File: src/rtl/hc595_pkg.sv
// Shared constants for the 74HC595 receive-side model: default frame geometry,
// field offsets within a frame and the error-counter ceiling.
package hc595_pkg;

  localparam int DATA_W_DEF = 14;
  localparam int SEG_W_DEF  = 8;
  localparam int CNT_W_DEF  = 5;

  // Frame layout: segment byte in the upper bits, digit select below it.
  localparam int SEL_W_DEF   = DATA_W_DEF - SEG_W_DEF;
  localparam int SEG_LSB_DEF = SEL_W_DEF;

  localparam logic [7:0] ERR_CNT_MAX = 8'hFF;

endpackage

File: src/rtl/hc595_rx_if.sv
// Serial pin bundle of a 74HC595 chain: data, shift clock, storage clock and
// active-low output enable. The driver side owns the pins; the receiver samples them.
interface hc595_rx_if;
  logic ds;
  logic shcp;
  logic stcp;
  logic oe;

  modport master (output ds, shcp, stcp, oe);
  modport slave  (input  ds, shcp, stcp, oe);
endinterface

File: src/rtl/hc595_edge_sync.sv
// Two-flop synchronizer with a third flop for rising-edge detection.
// RST_VAL sets the reset level of every flop except prev, which always resets to 0.
module hc595_edge_sync #(
  parameter logic RST_VAL = 1'b0
) (
  input  logic clk,
  input  logic rst,
  input  logic d_in,
  output logic level,
  output logic rise
);

  logic [1:0] sync_q, sync_d;
  logic       prev_q, prev_d;

  always_comb begin
    sync_d = {sync_q[0], d_in};
    prev_d = sync_q[1];
  end

  // NOTE: sequential state uses non-blocking assignments only, so every flop
  // samples the pre-edge value of its neighbours regardless of statement order.
  always_ff @(posedge clk) begin
    if (rst) begin
      sync_q <= {2{RST_VAL}};
      prev_q <= 1'b0;
    end else begin
      sync_q <= sync_d;
      prev_q <= prev_d;
    end
  end

  assign level = sync_q[1];
  assign rise  = sync_q[1] & ~prev_q;

endmodule

File: src/rtl/hc595_rx.sv
// Receive-side model of a cascaded 74HC595 chain. Optional segment/digit
// decode of the latched word is enabled with HC595_RX_SEG_DECODE_EN.
module hc595_rx
  import hc595_pkg::*;
#(
  parameter int DATA_W = DATA_W_DEF,
  parameter int SEG_W  = SEG_W_DEF,
  parameter int CNT_W  = CNT_W_DEF
) (
  input  logic              sys_clk,
  input  logic              sys_rst,
  hc595_rx_if.slave         sif,
  output logic [DATA_W-1:0] q_out,
  output logic              latch_pulse,
  output logic              frame_err,
  output logic [7:0]        err_cnt
`ifdef HC595_RX_SEG_DECODE_EN
  ,
  output logic [SEG_W-1:0]        seg_n,
  output logic [DATA_W-SEG_W-1:0] sel,
  output logic [2:0]              digit_idx
`endif
);

  localparam logic [CNT_W-1:0] CNT_MAX = '1;

  if (SEG_W >= DATA_W || DATA_W > (1 << CNT_W) - 1) begin : g_bad_cfg
    $error("hc595_rx: SEG_W must be below DATA_W and DATA_W must fit the shift counter");
  end

  logic ds_s, shcp_rise, stcp_rise, oe_s;
  logic ds_rise_unused, oe_rise_unused, shcp_lvl_unused, stcp_lvl_unused;

  hc595_edge_sync #(.RST_VAL(1'b0)) u_ds_sync (
    .clk(sys_clk), .rst(sys_rst), .d_in(sif.ds),   .level(ds_s),            .rise(ds_rise_unused));
  hc595_edge_sync #(.RST_VAL(1'b0)) u_shcp_sync (
    .clk(sys_clk), .rst(sys_rst), .d_in(sif.shcp), .level(shcp_lvl_unused), .rise(shcp_rise));
  hc595_edge_sync #(.RST_VAL(1'b0)) u_stcp_sync (
    .clk(sys_clk), .rst(sys_rst), .d_in(sif.stcp), .level(stcp_lvl_unused), .rise(stcp_rise));
  // Output enable comes out of reset inactive (high), so q_out stays blanked.
  hc595_edge_sync #(.RST_VAL(1'b1)) u_oe_sync (
    .clk(sys_clk), .rst(sys_rst), .d_in(sif.oe),   .level(oe_s),            .rise(oe_rise_unused));

  logic [DATA_W-1:0] shreg_q,     shreg_d;
  logic [DATA_W-1:0] storage_q,   storage_d;
  logic [DATA_W-1:0] q_out_q,     q_out_d;
  logic [CNT_W-1:0]  bit_cnt_q,   bit_cnt_d;
  logic              latch_q,     latch_d;
  logic              frame_err_q, frame_err_d;
  logic [7:0]        err_cnt_q,   err_cnt_d;

  always_comb begin
    // NOTE: every signal gets a default before any branch so no latch is inferred.
    shreg_d     = shreg_q;
    storage_d   = storage_q;
    bit_cnt_d   = bit_cnt_q;
    err_cnt_d   = err_cnt_q;
    latch_d     = stcp_rise;
    frame_err_d = 1'b0;

    if (shcp_rise) begin
      shreg_d = {shreg_q[DATA_W-2:0], ds_s};
      if (bit_cnt_q != CNT_MAX) bit_cnt_d = bit_cnt_q + 1'b1;
    end

    // A coincident shift still lands in shreg; storage takes the pre-shift word
    // and the frame check uses the pre-shift count, as on a real 595.
    if (stcp_rise) begin
      storage_d   = shreg_q;
      frame_err_d = (bit_cnt_q != CNT_W'(DATA_W));
      bit_cnt_d   = shcp_rise ? CNT_W'(1) : '0;
      if (frame_err_d && err_cnt_q != ERR_CNT_MAX) err_cnt_d = err_cnt_q + 1'b1;
    end

    // Built from storage_d so the latched word appears with latch_pulse.
    q_out_d = oe_s ? '0 : storage_d;
  end

  always_ff @(posedge sys_clk) begin
    if (sys_rst) begin
      shreg_q     <= '0;
      storage_q   <= '0;
      q_out_q     <= '0;
      bit_cnt_q   <= '0;
      latch_q     <= 1'b0;
      frame_err_q <= 1'b0;
      err_cnt_q   <= '0;
    end else begin
      shreg_q     <= shreg_d;
      storage_q   <= storage_d;
      q_out_q     <= q_out_d;
      bit_cnt_q   <= bit_cnt_d;
      latch_q     <= latch_d;
      frame_err_q <= frame_err_d;
      err_cnt_q   <= err_cnt_d;
    end
  end

  assign q_out       = q_out_q;
  assign latch_pulse = latch_q;
  assign frame_err   = frame_err_q;
  assign err_cnt     = err_cnt_q;

`ifdef HC595_RX_SEG_DECODE_EN
  localparam int SEL_W = DATA_W - SEG_W;

  // Index of the single set bit, or 7 when zero or several bits are set.
  function automatic logic [2:0] onehot_idx(input logic [SEL_W-1:0] v);
    logic [2:0] idx;
    idx = 3'd7;
    if ($countones(v) == 1) begin
      for (int i = 0; i < SEL_W; i++) begin
        if (v[i]) idx = 3'(i);
      end
    end
    return idx;
  endfunction

  logic [SEG_W-1:0] seg_n_q, seg_n_d;
  logic [SEL_W-1:0] sel_q,   sel_d;
  logic [2:0]       idx_q,   idx_d;

  always_comb begin
    seg_n_d = seg_n_q;
    sel_d   = sel_q;
    idx_d   = idx_q;
    if (stcp_rise) begin
      seg_n_d = storage_d[DATA_W-1 -: SEG_W];
      sel_d   = storage_d[SEL_W-1:0];
      idx_d   = onehot_idx(storage_d[SEL_W-1:0]);
    end
  end

  always_ff @(posedge sys_clk) begin
    if (sys_rst) begin
      seg_n_q <= '0;
      sel_q   <= '0;
      idx_q   <= 3'd7;
    end else begin
      seg_n_q <= seg_n_d;
      sel_q   <= sel_d;
      idx_q   <= idx_d;
    end
  end

  assign seg_n     = seg_n_q;
  assign sel       = sel_q;
  assign digit_idx = idx_q;
`endif

endmodule
File: src/flat_wrapper.sv
// flat-port wrapper written by rule: the top's interface ports become plain ports
module hc595_rx_flat import hc595_pkg::*;
#(
  parameter int DATA_W = DATA_W_DEF,
  parameter int SEG_W  = SEG_W_DEF,
  parameter int CNT_W  = CNT_W_DEF
)
  (sys_clk, sys_rst, q_out, latch_pulse, frame_err, err_cnt, sif_ds, sif_shcp, sif_stcp, sif_oe);
  hc595_rx_if sif_i ();
  input  logic sys_clk;
  input  logic sys_rst;
  output logic [DATA_W-1:0] q_out;
  output logic latch_pulse;
  output logic frame_err;
  output logic [7:0] err_cnt;
  input wire logic [$bits(sif_i.ds)-1:0] sif_ds;
  input wire logic [$bits(sif_i.shcp)-1:0] sif_shcp;
  input wire logic [$bits(sif_i.stcp)-1:0] sif_stcp;
  input wire logic [$bits(sif_i.oe)-1:0] sif_oe;
  assign sif_i.ds = sif_ds;
  assign sif_i.shcp = sif_shcp;
  assign sif_i.stcp = sif_stcp;
  assign sif_i.oe = sif_oe;
  hc595_rx #(.DATA_W(DATA_W), .SEG_W(SEG_W), .CNT_W(CNT_W)) u_core (.sys_clk(sys_clk), .sys_rst(sys_rst), .sif(sif_i), .q_out(q_out), .latch_pulse(latch_pulse), .frame_err(frame_err), .err_cnt(err_cnt));
endmodule
File: config.mk
export PLATFORM = sky130hd
export DESIGN_NAME = hc595_rx_flat
export DESIGN_NICKNAME = d
export VERILOG_FILES = /design/src/rtl/hc595_pkg.sv /design/src/rtl/hc595_rx_if.sv /design/src/rtl/hc595_edge_sync.sv /design/src/rtl/hc595_rx.sv /design/src/flat_wrapper.sv
export SDC_FILE = /design/constraint.sdc
export NUM_CORES = 1
export LEC_CHECK = 0
export CORE_MARGIN = 2
export CORE_UTILIZATION = 51
export CTS_BUF_LIST = sky130_fd_sc_hd__clkbuf_2
export DETAILED_ROUTE_END_ITERATION = 12
export GPL_TIMING_DRIVEN = 0
export PLACE_DENSITY = 0.77
export SKIP_LAST_GASP = 1
export SYNTH_ARGS = -nofsm -noshare
export SYNTH_HDL_FRONTEND = slang
export SYNTH_SLANG_ARGS = --single-unit
File: constraint.sdc
create_clock -name sys_clk -period 1.5 [get_ports sys_clk]
set_input_delay 0.45 -clock sys_clk [delete_from_list [all_inputs] [get_ports sys_clk]]
set_output_delay 0.45 -clock sys_clk [all_outputs]
set_load 0.03 [all_outputs]
==> results of run 1 <==
power by group through the flow:
stage / Combinational [uW] / Clock, uW / Sequential, uW
after detailed placement: 122 / 0 / 1850
after global placement: 120 / 0 / 1850
after floorplan: 75.7 / 0 / 1850
after CTS: 126 / 995 / 1800
after global routing: 150 / 1050 / 1800
final: 136 / 971 / 1800
cell type report:
| class | count | area, um^2 |
|---|---|---|
| multi-input cells | 159 | 1028 |
| inverters | 1 | 3.754 |
| plain buffers | 13 | 66.31 |
| flip-flops and latches | 67 | 1385 |
| fillers | 339 | 1356 |
| well taps | 52 | 65.06 |
| clock inverters | 6 | 57.56 |
| clock buffers | 9 | 45.04 |
| repair buffers | 41 | 376.6 |
sequential cells by signal (all words and copies together), names as in the netlist, 2 cells and up:
name                       count
u_core.bit_cnt_q               5
u_core.err_cnt                 8
u_core.q_out                  14
u_core.shreg_q                14
u_core.storage_q              14
u_core.u_ds_sync.sync_q        2
u_core.u_oe_sync.sync_q        2
u_core.u_shcp_sync.sync_q      2
u_core.u_stcp_sync.sync_q      2
worst max-delay path, delay by kind of cell, from the launching register on:
family / cells / cell delay, ps
flops: 1 / 400
simple gates: 3 / 450
compound gates: 1 / 250
buf+inv: 1 / 170
fa+ha+maj: 2 / 320
cells in the mapped netlist (3+ instances only):
cell type	n	share of area [%]
clkbuf_1	10	1.6
nand2_1	32	5.1
nand3_1	5	1.1
nor2b_1	10	2.7
mux2i_1	17	7.3
a21oi_1	18	3.8
nand2b_1	4	1.1
ha_1	4	2.1
or2_2	3	0.80
a31oi_1	3	0.80
dfxtp_1	67	57
nor3_1	5	1.1
nor2_1	36	5.8
worst paths after layout:
check / from / endpoint / slack, ps
max: u_core.bit_cnt_q[0] / u_core.bit_cnt_q[1] / -200
min: u_core.u_oe_sync.sync_q[0] / u_core.u_oe_sync.sync_q[1] / 450
max reg2reg: u_core.bit_cnt_q[0] / u_core.bit_cnt_q[1] / -200
min reg2reg: u_core.u_oe_sync.sync_q[0] / u_core.u_oe_sync.sync_q[1] / 450
per-layer routing:
| metal | wire [um] | vias up |
|---|---|---|
| met5 | 0 | - |
| met4 | 112 | 0 |
| met3 | 191 | 11 |
| met2 | 1873 | 43 |
| met1 | 1982 | 799 |
| li1 | - | 908 |
cell families after synthesis:
family | synth area share [%]
buffers and inverters | 2.778
and+or+nand+nor | 22.92
xor gates and xnor gates | 0.7480
adders and majority gates | 2.137
DFF | 57.27
muxes | 7.746
AOI/OAI and AO/OA | 6.411
metrics by stage:
stage,total power (uW),cell area (um^2),util (%)
floorplan,1928,2376,-
global placement,1967,2731,62.30
detailed placement,1969,2731,62.30
CTS,2922,2848,64.95
global route,3002,3028,69.06
finish,2904,3028,69.06
what timing repair did:
item | in CTS | in global routing
resized for setup | 141 | 73
cloned | 0 | 0
endpoints found under the hold margin | 0 | 0
setup endpoints to repair | 34 | 52
pin swaps | 9 | 5
buffers inserted | 10 | 2
==> impl_metrics.py, run 1 <==
metrics = {
    "synth": {
        "avgSynthCellArea_um2": 9.759,
        "yosysWarningCount": 0,
        "synthArstFlopShare_pct": 0,
        "syn_nets": 250,
        "ys_ff_latch": 67,
        "ys.flop_type": "dfxtp_1",
        "ys_seq_area_share_pct": 57.26,
        "synth_cell_types": 33,
        "synthCells": 240,
        "synth_area_um2": 2342,
        "synth_edf_count": 0,
    },
    "timing": {
        "fin_crit_sh_pct": 113.1,
        "hold_ws_ps": 449.0,
        "max_slew_margin_pct": 67.29,
        "fin_ws_ps": -196.4,
        "hold_viol_final": 0,
        "setup_viol": 9,
        "rsz0062_at_grt": "true",
        "max_slew.worst_pin.slew_ps": 490.6,
        "period_needed_ps": 1696,
        "tns_ps": -938.3,
        "timing.fmax_ghz": 0.5895,
        "drv_slew": 0,
        "skew_ps": 18.90,
    },
    "placement": {
        "dp_slack_ps": -455.0,
        "dp_hpwl_mm": 2.715,
        "port_buffers": 29,
        "place.gp.congestion": 0.7760,
        "dp_cells": 321,
    },
    "detailed_routing": {
        "routed_via_density": 5.060,
        "drc": 0,
        "dr.pass1.iters": 4,
        "drtIter0Drc": 79,
        "wl_mm": 4.159,
        "vias": 1761,
        "wire_per_inst_um": 11.95,
        "ant_nets": 0,
    },
    "power": {
        "power_density_nw_per_um2": 959.1,
        "seqPwrFrac_pct": 61.9,
        "power_frac_comb_pct": 4.7,
        "leakage_uw": 0.001215,
        "switchingPower_uw": 695.5,
        "p_int_uw": 2209,
        "p_sw_share_pct": 23.95,
        "pwr-share-clk_pct": 33.4,
        "vdd_drop_max_mv": 0.6228,
    },
    "cts": {
        "clkTransAtPathRegs_ps": 180,
        "cts.htree.levels": 3,
        "clock_latency_ps": 490,
        "hold_buffers": 0,
        "cts_buffers": 9,
        "tritoncts": "done",
        "cts_root_buf": "clkbuf_2",
        "clock_path_buffers": 2,
        "cts.sinks": 67,
    },
    "global_route": {
        "grt_use_met1_pct": 22.63,
        "antenna_found_initial": 0,
        "grt_pass1_vias": 1558,
        "grt_use_met3_pct": 7.173,
        "track_usage_pct": 17.62,
        "grt_max_degree": 12,
        "grt_overflow": 0,
        "met2_usage_pct": 26.44,
        "grt_pass1_wl_mm": 6.906,
        "grt-busiest-layer": "met2",
    },
    "floorplan": {
        "die-width_um": 71.77,
        "pin_count": 30,
        "initial_core_util_pct": 53.42,
        "rows": 24,
        "coreArea_um2": 4384,
        "die_height_um": 71.77,
        "die_area_um2": 5151,
    },
    "cells_and_area": {
        "antennaDiodeCount": 0,
        "layout_commonest_cell": "dfxtp_1",
        "area_delta_synth_final_pct": 29.27,
        "stdcell_count": 348,
        "nNetsFinal": 302,
        "final_cell_mix": "dfxtp_1 (50), nor2_1 (35), nand2_1 (32)",
        "drive_gt1_share_pct": 30.74,
    },
    "job": {
        "maxCapViolCount": 0,
    },
    "critical_path": {
        "crit_required_ps": 1880,
        "cp_max_fo": 5,
        "worstSetupEndpointType": "flip-flop",
        "critPathLaunchType": "flip-flop",
        "worst_path_most_repeated_cell": "ha_4",
        "path_cells": "ha_4 -> and3_4 -> ha_4 -> nor3b_4 -> buf_4 -> nor2_2 -> a2111oi_2",
        "reg2regPathDepth": 7,
        "cpPeakStageDelay_ps": 400,
        "arrival_ps": 2080,
        "critical_path_class": "reg2reg",
        "cp_slowest_cell": "dfxtp_4",
    },
    "outcome": {
        "status": "complete, but fails checks",
        "violations": "negative setup slack",
    },
    "min_path": {
        "min_path_cells": 1,
        "hold_path.class": "reg2reg",
    },
}
Power figures use the tool's default switching activity.
==> inputs of run 2 (changes only) <==
==> constraint.sdc (replaced) <==
create_clock -name sys_clk -period 1.5 [get_ports sys_clk]
set_input_delay 0.45 -clock sys_clk [delete_from_list [all_inputs] [get_ports sys_clk]]
set_output_delay 0.45 -clock sys_clk [all_outputs]
set_load 0.1 [all_outputs]
==> impl_metrics.py, run 2 (same netlist as run 1, synthesis figures left out) <==
metrics = {
    "outcome": {
        "violations": "negative setup slack",
        "status": "complete, but fails checks",
    },
    "cells_and_area": {
        "drive_gt1_share_pct": 33.22,
        "stdcell_count": 350,
        "finalInstanceArea_um2": 3294,
        "layout_commonest_cell": "dfxtp_1",
        "num-fill-cells": 285,
        "final_cell_mix": "dfxtp_1 (41), nor2_1 (36), nand2_1 (32)",
        "area_delta_synth_final_pct": 40.65,
        "post-route-util_pct": 75.14,
        "antennaDiodeCount": 0,
        "nNetsFinal": 303,
    },
    "global_route": {
        "grt_pass1_wl_mm": 7.672,
        "grt_overflow": 0,
        "grt_pass1_vias": 1761,
        "grt_max_degree": 13,
        "antenna_found_initial": 0,
        "track_usage_pct": 19.25,
    },
    "critical_path": {
        "critPathLaunchType": "flip-flop",
        "r2r-start": "u_core.bit_cnt_q[0]",
        "crit_required_ps": 1860,
        "r2r_end": "u_core.bit_cnt_q[1]",
        "cp_max_fo": 6,
        "critical_path_class": "reg2reg",
        "reg2reg_slack_ps": -200,
        "reg2regPathDepth": 6,
        "arrival_ps": 2060,
        "worstSetupEndpointType": "flip-flop",
    },
    "timing": {
        "max_slew.worst_pin.slew_ps": 523.5,
        "hold_viol_final": 0,
        "timing.fmax_ghz": 0.5883,
        "period_needed_ps": 1700,
        "fin_crit_sh_pct": 113.3,
        "setup_viol": 20,
        "rsz0062_at_grt": "true",
        "drv_slew": 0,
        "fin_ws_ps": -199.8,
        "skew_ps": 22.56,
        "max_slew_margin_pct": 65.10,
    },
    "power": {
        "p_sw_share_pct": 25.48,
        "seqPwrFrac_pct": 59.9,
        "switchingPower_uw": 765.3,
        "power_frac_comb_pct": 5.5,
        "vdd_drop_max_mv": 0.8457,
        "p_int_uw": 2238,
        "leakage_uw": 0.001295,
        "power_density_nw_per_um2": 911.6,
        "pwr-share-clk_pct": 34.7,
    },
    "cts": {
        "cts_buffers": 9,
        "cts.htree.levels": 3,
        "cts.sinks": 67,
        "clock_latency_ps": 490,
        "cts_root_buf": "clkbuf_2",
        "clkTransAtPathRegs_ps": 190,
        "tritoncts": "done",
        "clock_path_buffers": 2,
    },
    "detailed_routing": {
        "drtIter0Drc": 121,
        "drc": 0,
        "dr_wl_met3_um": 184,
        "top_layer_used": "met4",
        "wl_mm": 4.670,
        "ant_nets": 0,
        "wire_per_inst_um": 13.34,
        "drt-met1-wl_mm": 2.182,
        "dr.pass1.iters": 4,
        "wl_met2_mm": 2.187,
        "routed_via_density": 5.157,
        "vias": 1805,
    },
    "floorplan": {
        "rows": 24,
        "die-width_um": 71.77,
        "initial_core_util_pct": 53.42,
        "pin_count": 30,
        "die_area_um2": 5151,
        "coreArea_um2": 4384,
        "die_height_um": 71.77,
    },
    "job": {
        "maxCapViolCount": 0,
    },
    "placement": {
        "dp_hpwl_mm": 2.730,
        "dp_cells": 321,
        "placed_cell_area_um2": 2768,
        "port_buffers": 29,
        "place.gp.congestion": 0.7770,
    },
    "min_path": {
        "hp-start": "u_core.u_oe_sync.sync_q[0]",
        "min_path_cells": 1,
        "min_to": "u_core.u_oe_sync.sync_q[1]",
        "hold_path.class": "reg2reg",
    },
}
## run 2: cell count changes in the layout (fill, tap and decap cells not counted), sizes merged
cell      delta
clkinvlp     -2
clkinv       +2
clkbuf       +1
inv          +1
## run 2: worst max path at each step
stage | from | to | slack (ps) | depth (start not counted)
3_5_place_dp | u_core.err_cnt[0] | err_cnt[0] | -450 | 1
5_1_grt | u_core.bit_cnt_q[0] | u_core.bit_cnt_q[1] | -280 | 6
4_1_cts | u_core.bit_cnt_q[0] | u_core.bit_cnt_q[1] | -150 | 6
6_report | u_core.bit_cnt_q[0] | u_core.bit_cnt_q[1] | -200 | 6
3_3_place_gp | u_core.err_cnt[0] | err_cnt[0] | -440 | 1
2_1_floorplan | u_core.bit_cnt_q[0] | u_core.bit_cnt_q[1] | -40 | 6
## run 2: power by group through the flow
stage	registers, uW	clock network, uW	logic, uW
2_1_floorplan	1860	0	76.0
3_3_place_gp	1830	0	138
3_5_place_dp	1840	0	139
4_1_cts	1800	1040	153
5_1_grt	1800	1120	176
6_report	1800	1040	164
## run 2: cell type report
class | instances | area [um^2] | share of cell area [%]
plain buffers | 13 | 70.07 | 2.127
clock buffers | 9 | 45.04 | 1.367
clock inverters | 7 | 67.56 | 2.051
inverters | 1 | 3.754 | 0.1139
multi-input cells | 159 | 1018 | 30.92
flip-flops and latches | 67 | 1396 | 42.39
well taps | 52 | 65.06 | 1.975
repair buffers | 42 | 628.1 | 19.07
## run 2: routing by layer
metal	vias up	global-route usage [%]
li1	909	-
met1	844	23.28
met2	40	31.89
met3	12	4.079
met4	0	10.69
met5	-	0
## run 2: metrics by stage
| step | setup TNS, ps | setup WS [ps] | hold WS [ps] | total power, uW |
|---|---|---|---|---|
| global route | -3323 | -279.8 | 456.8 | 3100 |
| CTS | -1631 | -151.4 | 436.1 | 2993 |
| finish | -1486 | -199.8 | 427.3 | 3003 |
| floorplan | -106.9 | -43.19 | 389.5 | 1933 |
| global placement | -30970 | -441.6 | 401.2 | 1973 |
| detailed placement | -31300 | -448.5 | 400.5 | 1974 |
## run 2: worst max-delay path, cell delays in order (launching register included)
cell       delay, ps
dfxtp_4          400
ha_4             150
and3_4           180
ha_4             160
nor3b_4          280
nor2_1            60
a2111oi_0        340
## run 2: timing repair
action                     4_1_cts  5_1_grt
pin swaps                        6        7
setup endpoints to repair       36       51
gates resized for setup        233       14
setup buffers                   10        3
hold buffers                     0        0
